==> src/rtl/noc_router_adapter_fifo.sv <==
// AXI-Stream to NoC router adapter: buffers ingress beats in a synchronous FIFO,
// stamps the source address into tid and splits packets longer than MAX_BEATS.
module noc_router_adapter_fifo #(
    parameter int NOC_DW     = 32,
    parameter int BYTE_DW    = 8,
    parameter int ADDR_W     = 4,
    parameter int FIFO_DEPTH = 16,
    parameter int MAX_BEATS  = 64,
    parameter int STAMP_SRC  = 1
) (
    input  logic                          clk,
    input  logic                          reset,
    input  logic [ADDR_W-1:0]             router_address,
    input  logic                          slave_tvalid,
    output logic                          slave_tready,
    input  logic [NOC_DW-1:0]             slave_tdata,
    input  logic [NOC_DW/BYTE_DW-1:0]     slave_tstrb,
    input  logic [NOC_DW/BYTE_DW-1:0]     slave_tkeep,
    input  logic [BYTE_DW-1:0]            slave_tid,
    input  logic [BYTE_DW-1:0]            slave_tdest,
    input  logic [BYTE_DW-1:0]            slave_tuser,
    input  logic                          slave_tlast,
    output logic                          master_tvalid,
    input  logic                          master_tready,
    output logic [NOC_DW-1:0]             master_tdata,
    output logic [NOC_DW/BYTE_DW-1:0]     master_tstrb,
    output logic [NOC_DW/BYTE_DW-1:0]     master_tkeep,
    output logic [BYTE_DW-1:0]            master_tid,
    output logic [BYTE_DW-1:0]            master_tdest,
    output logic [BYTE_DW-1:0]            master_tuser,
    output logic                          master_tlast,
    output logic [$clog2(FIFO_DEPTH):0]   fifo_level,
    output logic [15:0]                   pkt_count
);

    localparam int SW  = NOC_DW / BYTE_DW;
    localparam int PW  = $clog2(FIFO_DEPTH);
    localparam int LW  = PW + 1;
    localparam int BCW = $clog2(MAX_BEATS + 1);
    localparam int EW  = NOC_DW + 2 * SW + 3 * BYTE_DW + 1;

    logic [EW-1:0]      mem_q [FIFO_DEPTH];
    logic [PW-1:0]      wr_ptr_q, wr_ptr_d;
    logic [PW-1:0]      rd_ptr_q, rd_ptr_d;
    logic [LW-1:0]      level_q, level_d;
    logic [BCW-1:0]     beat_cnt_q, beat_cnt_d;
    logic [15:0]        pkt_cnt_q, pkt_cnt_d;

    logic               wr_en_s;
    logic               rd_en_s;
    logic               split_last_s;
    logic [BYTE_DW-1:0] tid_s;
    logic [EW-1:0]      wr_entry_s;
    logic [EW-1:0]      head_s;

    // Ready comes from the registered level only, so a pop never frees a slot in the same cycle.
    assign slave_tready  = (level_q != LW'(FIFO_DEPTH)) && !reset;
    assign master_tvalid = (level_q != LW'(0));
    assign wr_en_s       = slave_tvalid && slave_tready;
    assign rd_en_s       = master_tvalid && master_tready;

    // Build the stored beat: stamped tid and packet-length limited tlast.
    always_comb begin
        tid_s        = slave_tid;
        split_last_s = slave_tlast || (beat_cnt_q == BCW'(MAX_BEATS - 1));
        if (STAMP_SRC != 0) begin
            tid_s = BYTE_DW'(router_address);
        end else begin
            tid_s = slave_tid;
        end
        wr_entry_s = {slave_tdata, slave_tstrb, slave_tkeep, tid_s,
                      slave_tdest, slave_tuser, split_last_s};
    end

    // Head entry, zeroed while empty so stale storage never reaches the router.
    always_comb begin
        head_s = '0;
        if (master_tvalid) begin
            head_s = mem_q[rd_ptr_q];
        end else begin
            head_s = '0;
        end
    end

    assign {master_tdata, master_tstrb, master_tkeep, master_tid,
            master_tdest, master_tuser, master_tlast} = head_s;
    assign fifo_level = level_q;
    assign pkt_count  = pkt_cnt_q;

    // Next-state for pointers, occupancy, beat counter and packet counter.
    always_comb begin
        wr_ptr_d   = wr_ptr_q;
        rd_ptr_d   = rd_ptr_q;
        level_d    = level_q;
        beat_cnt_d = beat_cnt_q;
        pkt_cnt_d  = pkt_cnt_q;
        if (wr_en_s) begin
            wr_ptr_d = wr_ptr_q + PW'(1);
            if (split_last_s) begin
                beat_cnt_d = BCW'(0);
            end else begin
                beat_cnt_d = beat_cnt_q + BCW'(1);
            end
        end else begin
            wr_ptr_d   = wr_ptr_q;
            beat_cnt_d = beat_cnt_q;
        end
        if (rd_en_s) begin
            rd_ptr_d = rd_ptr_q + PW'(1);
            if (head_s[0]) begin
                pkt_cnt_d = pkt_cnt_q + 16'd1;
            end else begin
                pkt_cnt_d = pkt_cnt_q;
            end
        end else begin
            rd_ptr_d = rd_ptr_q;
        end
        case ({wr_en_s, rd_en_s})
            2'b10:   level_d = level_q + LW'(1);
            2'b01:   level_d = level_q - LW'(1);
            default: level_d = level_q;
        endcase
    end

    // Control state registers with synchronous reset.
    always_ff @(posedge clk) begin
        if (reset) begin
            wr_ptr_q   <= '0;
            rd_ptr_q   <= '0;
            level_q    <= '0;
            beat_cnt_q <= '0;
            pkt_cnt_q  <= 16'd0;
        end else begin
            wr_ptr_q   <= wr_ptr_d;
            rd_ptr_q   <= rd_ptr_d;
            level_q    <= level_d;
            beat_cnt_q <= beat_cnt_d;
            pkt_cnt_q  <= pkt_cnt_d;
        end
    end

    // Storage array; contents are don't-care until written since the head is masked when empty.
    always_ff @(posedge clk) begin
        if (wr_en_s) begin
            mem_q[wr_ptr_q] <= wr_entry_s;
        end
    end

endmodule

==> config.mk <==
export PLATFORM = sky130hd
export DESIGN_NAME = noc_router_adapter_fifo
export DESIGN_NICKNAME = d
export VERILOG_FILES = /design/src/rtl/noc_router_adapter_fifo.sv
export SDC_FILE = /design/constraint.sdc
export NUM_CORES = 1
export LEC_CHECK = 0
export ABC_CLOCK_PERIOD_IN_PS = 9900
export BUFFER_PORTS_ARGS = -buffer_cell sky130_fd_sc_hd__buf_2
export CAP_MARGIN = 20
export CORE_MARGIN = 2
export CORE_UTILIZATION = 35
export CTS_CLUSTER_SIZE = 30
export DETAILED_ROUTE_END_ITERATION = 8
export SETUP_SLACK_MARGIN = 0.3
export SKIP_CTS_REPAIR_TIMING = 1
export SYNTH_ARGS = -nofsm -noshare
export SYNTH_HDL_FRONTEND = slang
export SYNTH_SLANG_ARGS = --single-unit
export TNS_END_PERCENT = 10
==> constraint.sdc <==
create_clock -name clk -period 9.9 [get_ports clk]
set_input_delay 1.98 -clock clk [delete_from_list [all_inputs] [get_ports clk]]
set_output_delay 1.98 -clock clk [all_outputs]
set_load 0.05 [all_outputs]
* After elaboration in Yosys (flattened, before gate mapping)
Memory sizes are Yosys's and may differ from the RTL's. A register that Yosys moved wholly into a read port is not among the register bits. Index checks and enable logic that the tools add are counted.
Operators by class: mux-type cells 7, equal/unequal tests 4, reduce and logical (&&, ||, !) cells 8, add/sub/neg operators 6
Operators with widths (number):
- $mux W65 | 1
- $add A16 B1 Y16 const B | 1
- $pmux W5 S2 | 1
- $add A4 B1 Y4 const B | 2
- $mux W4 | 2
- $add A7 B1 Y7 const B | 1
- $eq A7 B6 Y1 const B | 1
- $mux W7 | 1
- $add A5 B1 Y5 const B | 1
- $ne A5 B5 Y1 const B | 1
- $reduce_bool A5 Y1 | 1
- $sub A5 B1 Y5 const B | 1
- $logic_and A1 B1 Y1 | 3
- $eq A2 B1 Y1 const B | 1
- $eq A2 B2 Y1 const B | 1
- $mux W1 | 2
- $reduce_and A2 Y1 | 1
- $reduce_bool A2 Y1 | 1
- $logic_not A1 Y1 | 1
- $logic_or A1 B1 Y1 | 1
Word-level totals: logic and storage cells 31, memories kept 1, input port bits 73, memory bits (writable) 976, output and inout port bits 88, register bits after elaboration 36
Memories:
- mem_q | words 16, width 61, read ports 1, clocked after memory_dff 1, write ports 1, line 42 | logic [EW-1:0] mem_q [FIFO_DEPTH];

* Logic depth before layout (Yosys ltp)
depth after elaboration 5, depth in mapped cells 13, mapped depth without buffers 11

* Worst setup path before layout
OpenSTA, ideal clock, no wires.
path kind input-to-reg, from input slave_tvalid, to memory mem_q[0][0] in the netlist's numbering (enable), setup time 0.555 ns, path slack 2.225 ns, arrival 7.120 ns, stages on the path 5, required time 9.345 ns, buffers on the path 1, path through inv_1 > a211oi_1 > clkbuf_1 > nand2_1 > nor3_1
On the way: cells in the longest elaborated chain, start to end 3
RTL lines:
- from (decl) | line 14 | input logic slave_tvalid,
- $logic_and A1 B1 Y1 | line 59 | assign wr_en_s = slave_tvalid && slave_tready;
- $mux W1 | line 144 | if (wr_en_s) begin
- $mux W1 (not written as such) | line 145 | mem_q[wr_ptr_q] <= wr_entry_s;
- to (decl) | line 42
Every way passes these cells.

==> qor.csv <==
stage,metric,value,unit
placed_design,hpwl,44.4,mm
die,die-area,114000,µm²
setup_path,start_kind,flip-flop,
timing,fin_crit_sh,58.8,%
power,vdd_drop_max,0.154,mV
min_path,hp-class,reg2reg,
drt,routedWlPerCell,25.7,µm
synth,synth_edf_count,976,
drt,route.detailed.drc,0,
timing,clock_skew,0.0205,ns
synth,yosysSeqAreaShare,77.1,%
setup_path,critPathArrivalTime,3.84,ns
synth,avgSynthCellArea,23.1,µm²
synth,synthArstFlopShare,0,%
clocking,htree_levels,3,
global_routing,first_global_vias,18900,
setup_path,worstSetupEndpointType,output pin,
die,die_h,338,µm
run_status,run_status,completed,
setup_path,reg2reg_from,fifo_level[2],
cells_and_area,layout.nets,1971,
die,fp.coreArea,111000,µm²
clocking,cts_buffers,101,
min_path,holdPathStages,1,
drt,drtIter0Drc,1858,
synth,ys.flop_type,edfxtp_1,
clocking,path_clk_slew,0.06,ns
power,pwr-share-clk,32.6,%
power,p_sw_share,30.1,%
placed_design,gp_congestion,0.731,
power,power,11.2,mW
global_routing,grt_max_degree,142,
power,p_switching,3.36,mW
drt,routed_wl,88.9,mm
synth,yosysUniqueCellTypes,47,
power,power_frac_comb,24.0,%
drt,ant_nets,0,
timing,rsz0062_at_grt,no,
die,num_rows,122,
run,cap_violations,0,
setup_path,slowest_stage,dfxtp_4,
cells_and_area,drive_above_1_share,33.3,%
global_routing,grtUsageTotal,15.7,%
cells_and_area,nFillCells,9542,
synth,synth_area,39000,µm²
timing,maxSlewHeadroom,27.2,%
timing,finalHoldViolations,0,
global_routing,grt_pass1_wl,129,mm
setup_path,required,7.92,ns
clocking,worstSkewPairLatency,0.66,ns
clocking,cts_tree,done,
setup_path,r2r_end,mem_q[14][58],
timing,setup_viol,0,
setup_path,reg2reg_depth,5,
power,powerDensity,249,nW/µm²
placed_design,post-place-ws,3.94,ns
cells_and_area,finalNonFillerCells,3455,
timing,drv_slew,0,
setup_path,path_class,reg2out,
setup_path,path_max_fanout,38,
setup_path,rrSetupSlack,5.69,ns
clocking,cts-root-buf,clkbuf_16,
setup_path,crit_path_end,master_tlast,
timing,tightest_slew,1.09,ns
setup_path,crit_chain,buf_4 -> mux2i_1 -> mux4_2 -> mux2_4 -> nor2_1 -> buf_2,
die,die_x,338,µm
cells_and_area,syn2layout_area_growth,15.0,%
placed_design,dp.cells,3272,
timing,finalSetupTns,0,ns
timing,whs,0.481,ns
clocking,cts_sinks,1016,
die,io_pins,161,
timing,fmax,172,MHz
synth,synth_cells,1688,
drt,firstDrtPassIters,5,
global_routing,antenna_found_initial,19,
synth,yosys_warnings,0,
placed_design,portBuffers,148,
timing,layout_setup_ws,4.08,ns
timing,period_minus_slack,5.82,ns
global_routing,grt-ovfl-total,0,
power,power.internal,7.81,mW
drt,viasPerCell,5.21,
drt,num_vias,18000,
die,start_util,35.3,%
clocking,clk_path_buf_depth,3,
power,cellLeakagePower,13.7,nW
power,p_seq_share,43.4,%
setup_path,max_stage_delay,0.81,ns
synth,ys_ff_latch,1016,
## cell usage in the layout (no fill, tap or decap), drive strengths merged, types with 15 or more instances in the layout
cell,n
dfxtp,40
mux4,302
edfxtp,976
a21oi,19
clkinv,35
nor2b,65
nand2,20
inv,15
nor2,36
clkbuf,131
buf,189
## state kept, by name (all words and copies together) (netlist names), named ones only
| name | flops |
|---|---|
| mem_q | 976 |
| pkt_count | 16 |
| beat_cnt_q | 7 |
| fifo_level | 5 |
| rd_ptr_q | 4 |
| wr_ptr_q | 4 |
## cells by family after synthesis
group	share of synthesized area, %
flip-flops	77.1
multiplexers	17.8
AND/OR/NAND/NOR	2.42
buffers and inverters	1.18
AO/OA/AOI/OAI	0.776
XOR/XNOR	0.314
adder cells (fa/ha/maj)	0.353
other	0.00960
## critical path: cells and delay by family, from the launching register on
family	cells	cell delay (ns)
buffers and inverters	2	1.04
DFF	1	0.81
muxes	3	1.15
and+or+nand+nor	1	0.12
## final cells by class
cell class / instances / area, µm² / area share (%)
clock inverter: 50 / 424 / 0.945
multi-input combinational: 566 / 8610 / 19.2
sequential: 1016 / 30100 / 67.1
timing repair buffer: 189 / 1130 / 2.52
antenna: 2 / 5.00 / 0.0111
tap: 1488 / 1860 / 4.15
inverter: 13 / 48.8 / 0.109
clock buffer: 131 / 2700 / 6.02
## power by group through the flow
stage	registers [mW]	clock network (mW)	logic [mW]
after floorplan	4.92	0	2.02
after CTS	4.85	3.72	2.76
final	4.85	3.64	2.68
after global routing	4.86	3.89	2.86
after detailed placement	4.94	0	2.75
after global placement	4.94	0	2.72
## cells in the mapped netlist, types with 2 or more instances
| cell | n | area, µm² |
|---|---|---|
| nand2_1 | 20 | 75.1 |
| ha_1 | 11 | 138 |
| o31ai_1 | 10 | 75.1 |
| mux4_2 | 302 | 6800 |
| inv_1 | 12 | 45.0 |
| nand2b_1 | 5 | 31.3 |
| nand3_1 | 4 | 20.0 |
| or3_1 | 2 | 12.5 |
| edfxtp_1 | 976 | 29300 |
| and2_1 | 3 | 18.8 |
| clkbuf_1 | 66 | 248 |
| mux2i_1 | 10 | 100 |
| a21boi_0 | 2 | 15.0 |
| xor2_1 | 11 | 96.3 |
| or4_1 | 9 | 67.6 |
| and3_1 | 5 | 31.3 |
| o21ai_0 | 4 | 20.0 |
| buf_2 | 11 | 55.1 |
| buf_4 | 5 | 37.5 |
| nor3_1 | 10 | 50.1 |
| mux2_2 | 4 | 45.0 |
| xnor2_1 | 3 | 26.3 |
| nor2_1 | 36 | 135 |
| or3b_2 | 2 | 17.5 |
| buf_1 | 12 | 45.0 |
| nor2b_1 | 65 | 407 |
| o2111ai_1 | 3 | 26.3 |
| o41ai_1 | 2 | 17.5 |
| a21oi_1 | 19 | 95.1 |
| dfxtp_1 | 40 | 801 |
| nand4_1 | 7 | 43.8 |
| nor4_1 | 2 | 12.5 |
## how the worst min path moves through the flow
stage               slack [ns]          start       endpoint
floorplan                 0.46  beat_cnt_q[6]  beat_cnt_q[6]
global placement          0.47  beat_cnt_q[6]  beat_cnt_q[6]
detailed placement        0.47  beat_cnt_q[6]  beat_cnt_q[6]
CTS                       0.48  beat_cnt_q[6]  beat_cnt_q[6]
global route              0.49  beat_cnt_q[6]  beat_cnt_q[6]
finish                    0.48  beat_cnt_q[6]  beat_cnt_q[6]
## through the flow
step           instance area, µm²  utilization (%)
6_report                    44900             40.6
2_1_floorplan               39100                -
3_5_place_dp                41800             37.7
4_1_cts                     44900             40.6
3_3_place_gp                41700             37.7
5_1_grt                     44900             40.6
## metal layers
| layer | share of wire [%] | track usage, % | routed length [µm] | vias to the layer above |
|---|---|---|---|---|
| li1 | - | - | - | 7534 |
| met1 | 42 | 21.2 | 37600 | 9791 |
| met2 | 49 | 26.0 | 44000 | 527 |
| met3 | 6.3 | 3.05 | 5590 | 134 |
| met4 | 1.8 | 4.02 | 1580 | 18 |
| met5 | 0.13 | 0 | 116 | - |
Note: power is estimated with default switching activity, not from simulation.
